**config.mk**
```make
export PLATFORM = sky130hd
export DESIGN_NAME = atc_uart_rx
export DESIGN_NICKNAME = d
export VERILOG_FILES = /design/src/rtl/atc_uart_rx.sv
export SDC_FILE = /design/constraint.sdc
export NUM_CORES = 1
export LEC_CHECK = 0
export CAP_MARGIN = 40
export CORE_MARGIN = 2
export CORE_UTILIZATION = 26
export CTS_BUF_LIST = sky130_fd_sc_hd__clkbuf_16
export DETAILED_ROUTE_END_ITERATION = 6
export PLACE_DENSITY = 0.46
export SETUP_SLACK_MARGIN = 0.05
export SYNTH_ARGS = -nofsm -noshare
export SYNTH_HDL_FRONTEND = slang
export SYNTH_SLANG_ARGS = --single-unit
```
**constraint.sdc**
```tcl
create_clock -name clock -period 1.66 [get_ports clock]
set_input_delay 0.249 -clock clock [delete_from_list [all_inputs] [get_ports clock]]
set_output_delay 0.249 -clock clock [all_outputs]
set_load 0.02 [all_outputs]
```
**src/rtl/atc_uart_rx.sv**
```systemverilog
// atc_uart_rx -- 8N1 UART receiver for the ATC command decoder.
//
// Samples the asynchronous rx line through a two-flop synchronizer. Each
// LSB-first byte is rebuilt from samples taken at the middle of each bit
// cell. The byte is then offered on a valid/ready interface.
//
// Optional build macro:
//   ATC_UART_RX_PARITY_EN  -- expects an even-parity bit between bit 7 and
//                             the stop bit. Default (undefined) is plain 8N1.
//
// Ports:
//   clock          system clock
//   reset          synchronous, active-high reset
//   rx             asynchronous serial line, idles high
//   data[7:0]      received byte, meaningful only while valid=1
//   valid          byte available
//   ready          consumer accepts the byte (transfer on valid && ready)
//   framing_error  level: the last completed frame was bad
//   overrun        one-cycle pulse: a completed byte was dropped
//   receiving      high while a frame is in progress (START/DATA/PARITY/STOP)
module atc_uart_rx #(
  parameter int CLKS_PER_BIT = 217
) (
  input  logic       clock,
  input  logic       reset,
  input  logic       rx,
  output logic [7:0] data,
  output logic       valid,
  input  logic       ready,
  output logic       framing_error,
  output logic       overrun,
  output logic       receiving
);

  localparam int HALF  = CLKS_PER_BIT / 2;
  localparam int CNT_W = $clog2(CLKS_PER_BIT);
  localparam logic [CNT_W-1:0] BIT_LAST  = CNT_W'(CLKS_PER_BIT - 1);
  localparam logic [CNT_W-1:0] HALF_LAST = CNT_W'(HALF - 1);

`ifdef ATC_UART_RX_PARITY_EN
  typedef enum logic [2:0] {IDLE, START, DATA, PARITY, STOP, BREAK} state_t;
`else
  typedef enum logic [2:0] {IDLE, START, DATA, STOP, BREAK} state_t;
`endif

  state_t           state_q, state_d;
  logic             sync1, rx_s;
  logic [CNT_W-1:0] cnt_q, cnt_d;
  logic [2:0]       bit_q, bit_d;
  logic [7:0]       shift_q, shift_d;
  logic             good_frame, bad_frame;
  logic             parity_ok;

`ifdef ATC_UART_RX_PARITY_EN
  logic parity_ok_q, parity_ok_d;
  assign parity_ok = parity_ok_q;
`else
  assign parity_ok = 1'b1;
`endif

  // Next-state logic. The cycle counter is 0 in the first cycle of each state.
  // A state samples rx_s when the counter reaches its last value, so the
  // samples land in mid-cell.
  always_comb begin
    state_d    = state_q;
    cnt_d      = cnt_q + CNT_W'(1);
    bit_d      = bit_q;
    shift_d    = shift_q;
    good_frame = 1'b0;
    bad_frame  = 1'b0;
    receiving  = 1'b0;
`ifdef ATC_UART_RX_PARITY_EN
    parity_ok_d = parity_ok_q;
`endif
    case (state_q)
      IDLE: begin
        cnt_d = '0;
        if (!rx_s) state_d = START;
      end
      START: begin
        receiving = 1'b1;
        if (cnt_q == HALF_LAST) begin
          cnt_d   = '0;
          bit_d   = 3'd0;
          // A start bit that is already gone by mid-cell is a glitch.
          state_d = rx_s ? IDLE : DATA;
        end
      end
      DATA: begin
        receiving = 1'b1;
        if (cnt_q == BIT_LAST) begin
          cnt_d   = '0;
          shift_d = {rx_s, shift_q[7:1]};
          bit_d   = bit_q + 3'd1;
`ifdef ATC_UART_RX_PARITY_EN
          if (bit_q == 3'd7) state_d = PARITY;
`else
          if (bit_q == 3'd7) state_d = STOP;
`endif
        end
      end
`ifdef ATC_UART_RX_PARITY_EN
      PARITY: begin
        receiving = 1'b1;
        if (cnt_q == BIT_LAST) begin
          cnt_d       = '0;
          // Even parity: data bits plus parity bit carry an even number of ones.
          parity_ok_d = ~(^{shift_q, rx_s});
          state_d     = STOP;
        end
      end
`endif
      STOP: begin
        receiving = 1'b1;
        if (cnt_q == BIT_LAST) begin
          cnt_d = '0;
          if (rx_s && parity_ok) begin
            good_frame = 1'b1;
            state_d    = IDLE;
          end else begin
            bad_frame = 1'b1;
            state_d   = BREAK;
          end
        end
      end
      BREAK: begin
        // Wait for the line to recover so a held-low line is not taken as a start.
        cnt_d = '0;
        if (rx_s) state_d = IDLE;
      end
      default: begin
        cnt_d   = '0;
        state_d = IDLE;
      end
    endcase
  end

  // FSM and datapath registers.
  always_ff @(posedge clock) begin
    if (reset) begin
      sync1   <= 1'b1;
      rx_s    <= 1'b1;
      state_q <= IDLE;
      cnt_q   <= '0;
      bit_q   <= 3'd0;
      shift_q <= 8'h00;
`ifdef ATC_UART_RX_PARITY_EN
      parity_ok_q <= 1'b1;
`endif
    end else begin
      sync1   <= rx;
      rx_s    <= sync1;
      state_q <= state_d;
      cnt_q   <= cnt_d;
      bit_q   <= bit_d;
      shift_q <= shift_d;
`ifdef ATC_UART_RX_PARITY_EN
      parity_ok_q <= parity_ok_d;
`endif
    end
  end

  // Output handshake. A completing frame may refill the holding register
  // in the same edge that the consumer drains it.
  always_ff @(posedge clock) begin
    if (reset) begin
      data          <= 8'h00;
      valid         <= 1'b0;
      framing_error <= 1'b0;
      overrun       <= 1'b0;
    end else begin
      overrun <= 1'b0;
      if (good_frame) begin
        framing_error <= 1'b0;
        if (!valid || ready) begin
          data  <= shift_q;
          valid <= 1'b1;
        end else begin
          overrun <= 1'b1;
        end
      end else if (valid && ready) begin
        valid <= 1'b0;
      end
      if (bad_frame) framing_error <= 1'b1;
    end
  end

endmodule
```
## After elaboration in Yosys (flattened, before gate mapping)

Index checks and enable logic that the tools add are counted.

| storage, ports and cells | value |
|---|---|
| flip-flop bits (word level) | 35 |
| latch bits | 0 |
| bits in writable memories | 0 |
| bits in read-only memories | 0 |
| bits of input ports | 4 |
| output and inout port bits | 12 |
| word-level logic and storage cells | 70 |
| memories kept | 0 |

| cells by class | value |
|---|---|
| add/subtract/negate cells | 2 |
| $mul | 0 |
| div/mod/pow operators | 0 |
| $lt $le $gt $ge | 0 |
| equality and inequality tests | 14 |
| shifts and indexed selects | 0 |
| multiplexer cells | 28 |
| bitwise logic cells | 1 |
| reduce and logical (&&, ||, !) cells | 15 |

Operators by type and width:

| kind | number |
|---|---|
| 3-bit two-way mux | 9 |
| 8-bit two-way mux | 2 |
| 8-bit one-hot mux with 2 select lines | 1 |
| 3-bit one-hot mux with 5 select lines | 1 |
| 1-bit two-way mux | 13 |
| 2-bit inequality test (second input constant) | 6 |
| 8-bit by 1-bit adder with 8-bit output (second input constant) | 1 |
| 8-bit by 7-bit == test with 1-bit output (second input constant) | 1 |
| 8-bit == test (second input constant) | 1 |
| 3-bit by 2-bit == test with 1-bit output (second input constant) | 2 |
| 3-bit == test (second input constant) | 2 |
| 3-bit one-hot mux with 2 select lines | 1 |
| 2-bit AND reduction | 3 |
| 6-bit AND reduction | 1 |
| 2-bit nonzero test | 3 |
| 2-bit OR reduction | 2 |
| 3-bit by 1-bit adder with 3-bit output (second input constant) | 1 |
| 3-bit by 1-bit == test with 1-bit output (second input constant) | 1 |
| 3-bit logical NOT | 1 |
| 3-bit AND reduction | 1 |
| 3-bit OR reduction | 1 |
| 2-bit two-way mux | 1 |
| 2-bit by 1-bit inequality test with 1-bit output (second input constant) | 1 |
| 1-bit logical AND | 1 |
| other kinds (3) | 3 |

## Depth between registers and ports, before layout

| depth | value |
|---|---|
| word-level depth | 5 |
| mapped depth | 8 |
| gate-level depth less buffers | 7 |

## Worst setup path before layout

Ideal clock, no wire load.

| path | value |
|---|---|
| path kind | reg-to-reg |
| from | register cnt_q[0] |
| to | register state_q[0] |
| setup time | 0.070 ns |
| arrival | 1.551 ns |
| required time | 1.590 ns |
| path slack | 0.038 ns |
| cell stages (with the launch flop) | 7 |
| buffers on the path | 0 |
| period minus slack after synthesis | 1.622 ns |
| cell sequence | dfxtp_1 -> ha_1 -> and3_1 -> nand3_2 -> o2bb2ai_4 -> or4_1 -> a21oi_1 |

| between the ends | value |
|---|---|
| longest elaborated chain between the ends | 3 |
| elaborated cells between the ends (all ways) | 6 |
| those cells by class | eq/ne: 5; reduce/logical: 1 |

Ends and longest elaborated chain:

| item | RTL line | text |
|---|---|---|
| from (decl) | 48 | `logic [CNT_W-1:0] cnt_q, cnt_d;` |
| from (signal assigned) | 154 | `cnt_q <= cnt_d;` |
| 8-bit == test / 8-bit by 7-bit == test with 1-bit output (equally long branches) | 91, 115, 82 |  |
| 2-bit inequality test (no line) | - |  |
| 6-bit AND reduction (no line) * | - |  |
| to (signal assigned) | 153 | `state_q <= state_d;` |
| to (decl) | 46 | `state_t state_q, state_d;` |

Every way passes the cells marked *; elsewhere a longest branch is shown, timed or not.
A chain may end at the register's enable or synchronous reset.

## Worst setup path in the final report

Same ends and word-level chain as after synthesis.

==> results.cfg <==
[synth]
synth_common_cells = 35 x dfxtp_1, 32 x nor2_1, 19 x mux2i_1
synth_area_leader_cell = dfxtp_1
syn-cell-area_um2 = 1490
synth-seq-cells = 35
syn_area_per_cell_um2 = 9.61
synth.yosys.warnings = 0
syn_nets = 163
synthDominantCellAreaShare_pct = 47.0
synth-main-ff-cell = dfxtp_1
ys_types = 34
synthArstFlopShare_pct = 0
synth.most_common_cell = dfxtp_1
yosysSeqAreaShare_pct = 47.0
synth_edf_count = 0
synthTopCellsByArea = dfxtp_1 47%, mux2i_1 13%, nor2_1 8.1%
netlist_instances = 155

[clock_network]
cts_tree = built
clk_pin_slew_ns = 0.05
clk-insertion-delay-late_ns = 0.27
cts_hold_buf = 0
cts.sinks = 35
tritoncts.num_buffers = 5
cts_max_level = 2
clock-root-buffer = clkbuf_16
cts_buffer_depth = 2

[sta]
setup_ws_ns = 0.0176
finClkSkew_ns = 0.00285
tns_ns = 0
fmax_ghz = 0.609
finalSetupViolCount = 0
rsz0062_at_grt = yes
fin_crit_ns = 1.64
worstMarginPinSlew_ns = 0.282
fin_crit_sh_pct = 98.9
slew_violations = 0
whs_ns = 0.427
slew_headroom_pct = 81.2
finalHoldViolCount = 0

[power_and_ir_drop]
power_frac_comb_pct = 7.1
power_leakage_nw = 0.828
peakVddDrop_mv = 0.383
power_frac_seq_pct = 46.0
power_switching_mw = 0.412
swShare_pct = 22.0
intPower_mw = 1.46
clock_power_share_pct = 46.9
powerDensity_nw_per_um2 = 937

[final_layout]
nets = 191
drive_above_1_share_pct = 21.2
stdcell_area_um2 = 2000
syn_to_final_growth_pct = 34.0
fin_cells = 256
diodes = 0
fillers = 568

[setup_path]
startpoint_type = flip-flop
worst-path-buf-inv = 0
worst-path-stages = 6
cpMaxStageDelayCell = or4_4
crit_path_end_kind = flip-flop
r2r_slack_ns = 0.02
cpPeakStageDelay_ns = 0.48
cp_max_fo = 5
critPathArrivalTime_ns = 1.85
crit_path_cell_trace = ha_2 > and3_4 > nand3_2 > o2bb2ai_4 > or4_4 > a21oi_2
crit_required_ns = 1.86
reg2reg_depth = 6
worst-setup-path-type = reg2reg
crit_family = simple AND/OR/NAND/NOR gates

[routing]
viasPerCell = 4.41
drtIter0Drc = 69
dr.pass1.iters = 4
vias = 1130
routed_wl_mm = 2.99
drc = 0
wl_per_cell_um = 11.7
ant_nets = 0

[placement]
hpwl_mm = 2.08
place_ws_ns = -0.0143
gp_congestion = 0.776
portBuffers = 15
dp.cells = 247
place_area_um2 = 1790

[grt]
antenna_found_initial = 0
grt_pass1_vias = 1165
grt_pass1_wl_mm = 5.22
grt.overflow.total = 0
grt_max_degree = 29
grt_usage_pct = 10.5

[status]
status = complete, no violations

[job]
drv_cap = 0

[die]
die_h_um = 79.7
io-pin-count = 16
fp.dieArea_um2 = 6350
die_width_um = 79.7
core_area_um2 = 5510
start_util_pct = 27.1
rows = 27

[worst_hold_path]
hp-class = reg2reg
min_path_cells = 1
## state kept, by name, indices dropped and copies added, names as in the netlist
register,flops
bit_q,3
sync1,1
shift_q,8
cnt_q,8
rx_s,1
state_q,3
data,8
framing_error,1
overrun,1
valid,1
## final timing paths
path                       startpoint                 endpoint
hold reg to reg      sync1$_SDFF_PP1_          rx_s$_SDFF_PP1_
setup reg to reg  cnt_q[0]$_SDFF_PP0_  state_q[0]$_SDFFE_PP0P_
setup / recovery  cnt_q[0]$_SDFF_PP0_  state_q[0]$_SDFFE_PP0P_
hold / removal       sync1$_SDFF_PP1_          rx_s$_SDFF_PP1_
## per-layer routing
metal	up-vias	GRT usage [%]	part of all wire, %
li1	580	-	-
met1	533	13.0	50
met2	15	16.4	46
met3	2	2.83	2.1
met4	0	6.03	1.6
met5	-	0	0
## power groups by stage
stage	Combinational (mW)	Sequential [mW]	Clock, mW
6_report	0.133	0.861	0.877
3_5_place_dp	0.122	0.879	0
5_1_grt	0.148	0.864	0.950
3_3_place_gp	0.120	0.879	0
2_1_floorplan	0.0774	0.876	0
4_1_cts	0.122	0.861	0.912
## timing repair
action,in CTS,in global routing
pin swaps,0,3
endpoints found under the hold margin,0,0
resized for setup,6,13
endpoints found under the setup margin,4,28
buffers inserted,1,0
## cell usage in the layout, fill, tap and decap left out, drive strengths merged, types with 2 or more instances in the layout
master / count
nor3: 3
inv: 6
xor2: 4
and3: 4
nand2: 4
or2: 3
nor2: 32
ha: 4
nor2b: 3
mux2i: 19
and4b: 2
clkbuf: 5
nand3: 5
clkdlybuf4s50: 14
xnor2: 2
o21ai: 3
buf: 12
nand2b: 2
and2: 3
nand4: 2
a21oi: 4
and3b: 2
dfxtp: 35
## final cells by class
class	count	area, um^2	area share, %
inverter	5	18.8	0.940
clock inverter	3	16.3	0.815
clock buffer	5	125	6.27
timing repair buffer	27	243	12.2
tap	72	90.1	4.51
multi-input combinational	109	797	39.9
sequential	35	707	35.4
## cells by family after synthesis
group,after synthesis,synth area share (%)
compound gates,12,6.72
xor+xnor,6,3.53
fa+ha+maj,4,3.36
buf+inv,11,3.19
flops,35,47.0
mux,19,12.8
simple gates,68,23.4
## metrics by stage
stage | power, mW | utilization, %
after floorplan | 0.954 | -
final | 1.87 | 36.3
after detailed placement | 1.00 | 32.4
after global placement | 0.999 | 32.4
after global routing | 1.96 | 36.3
after CTS | 1.90 | 35.3
Power figures use the tool's default switching activity.
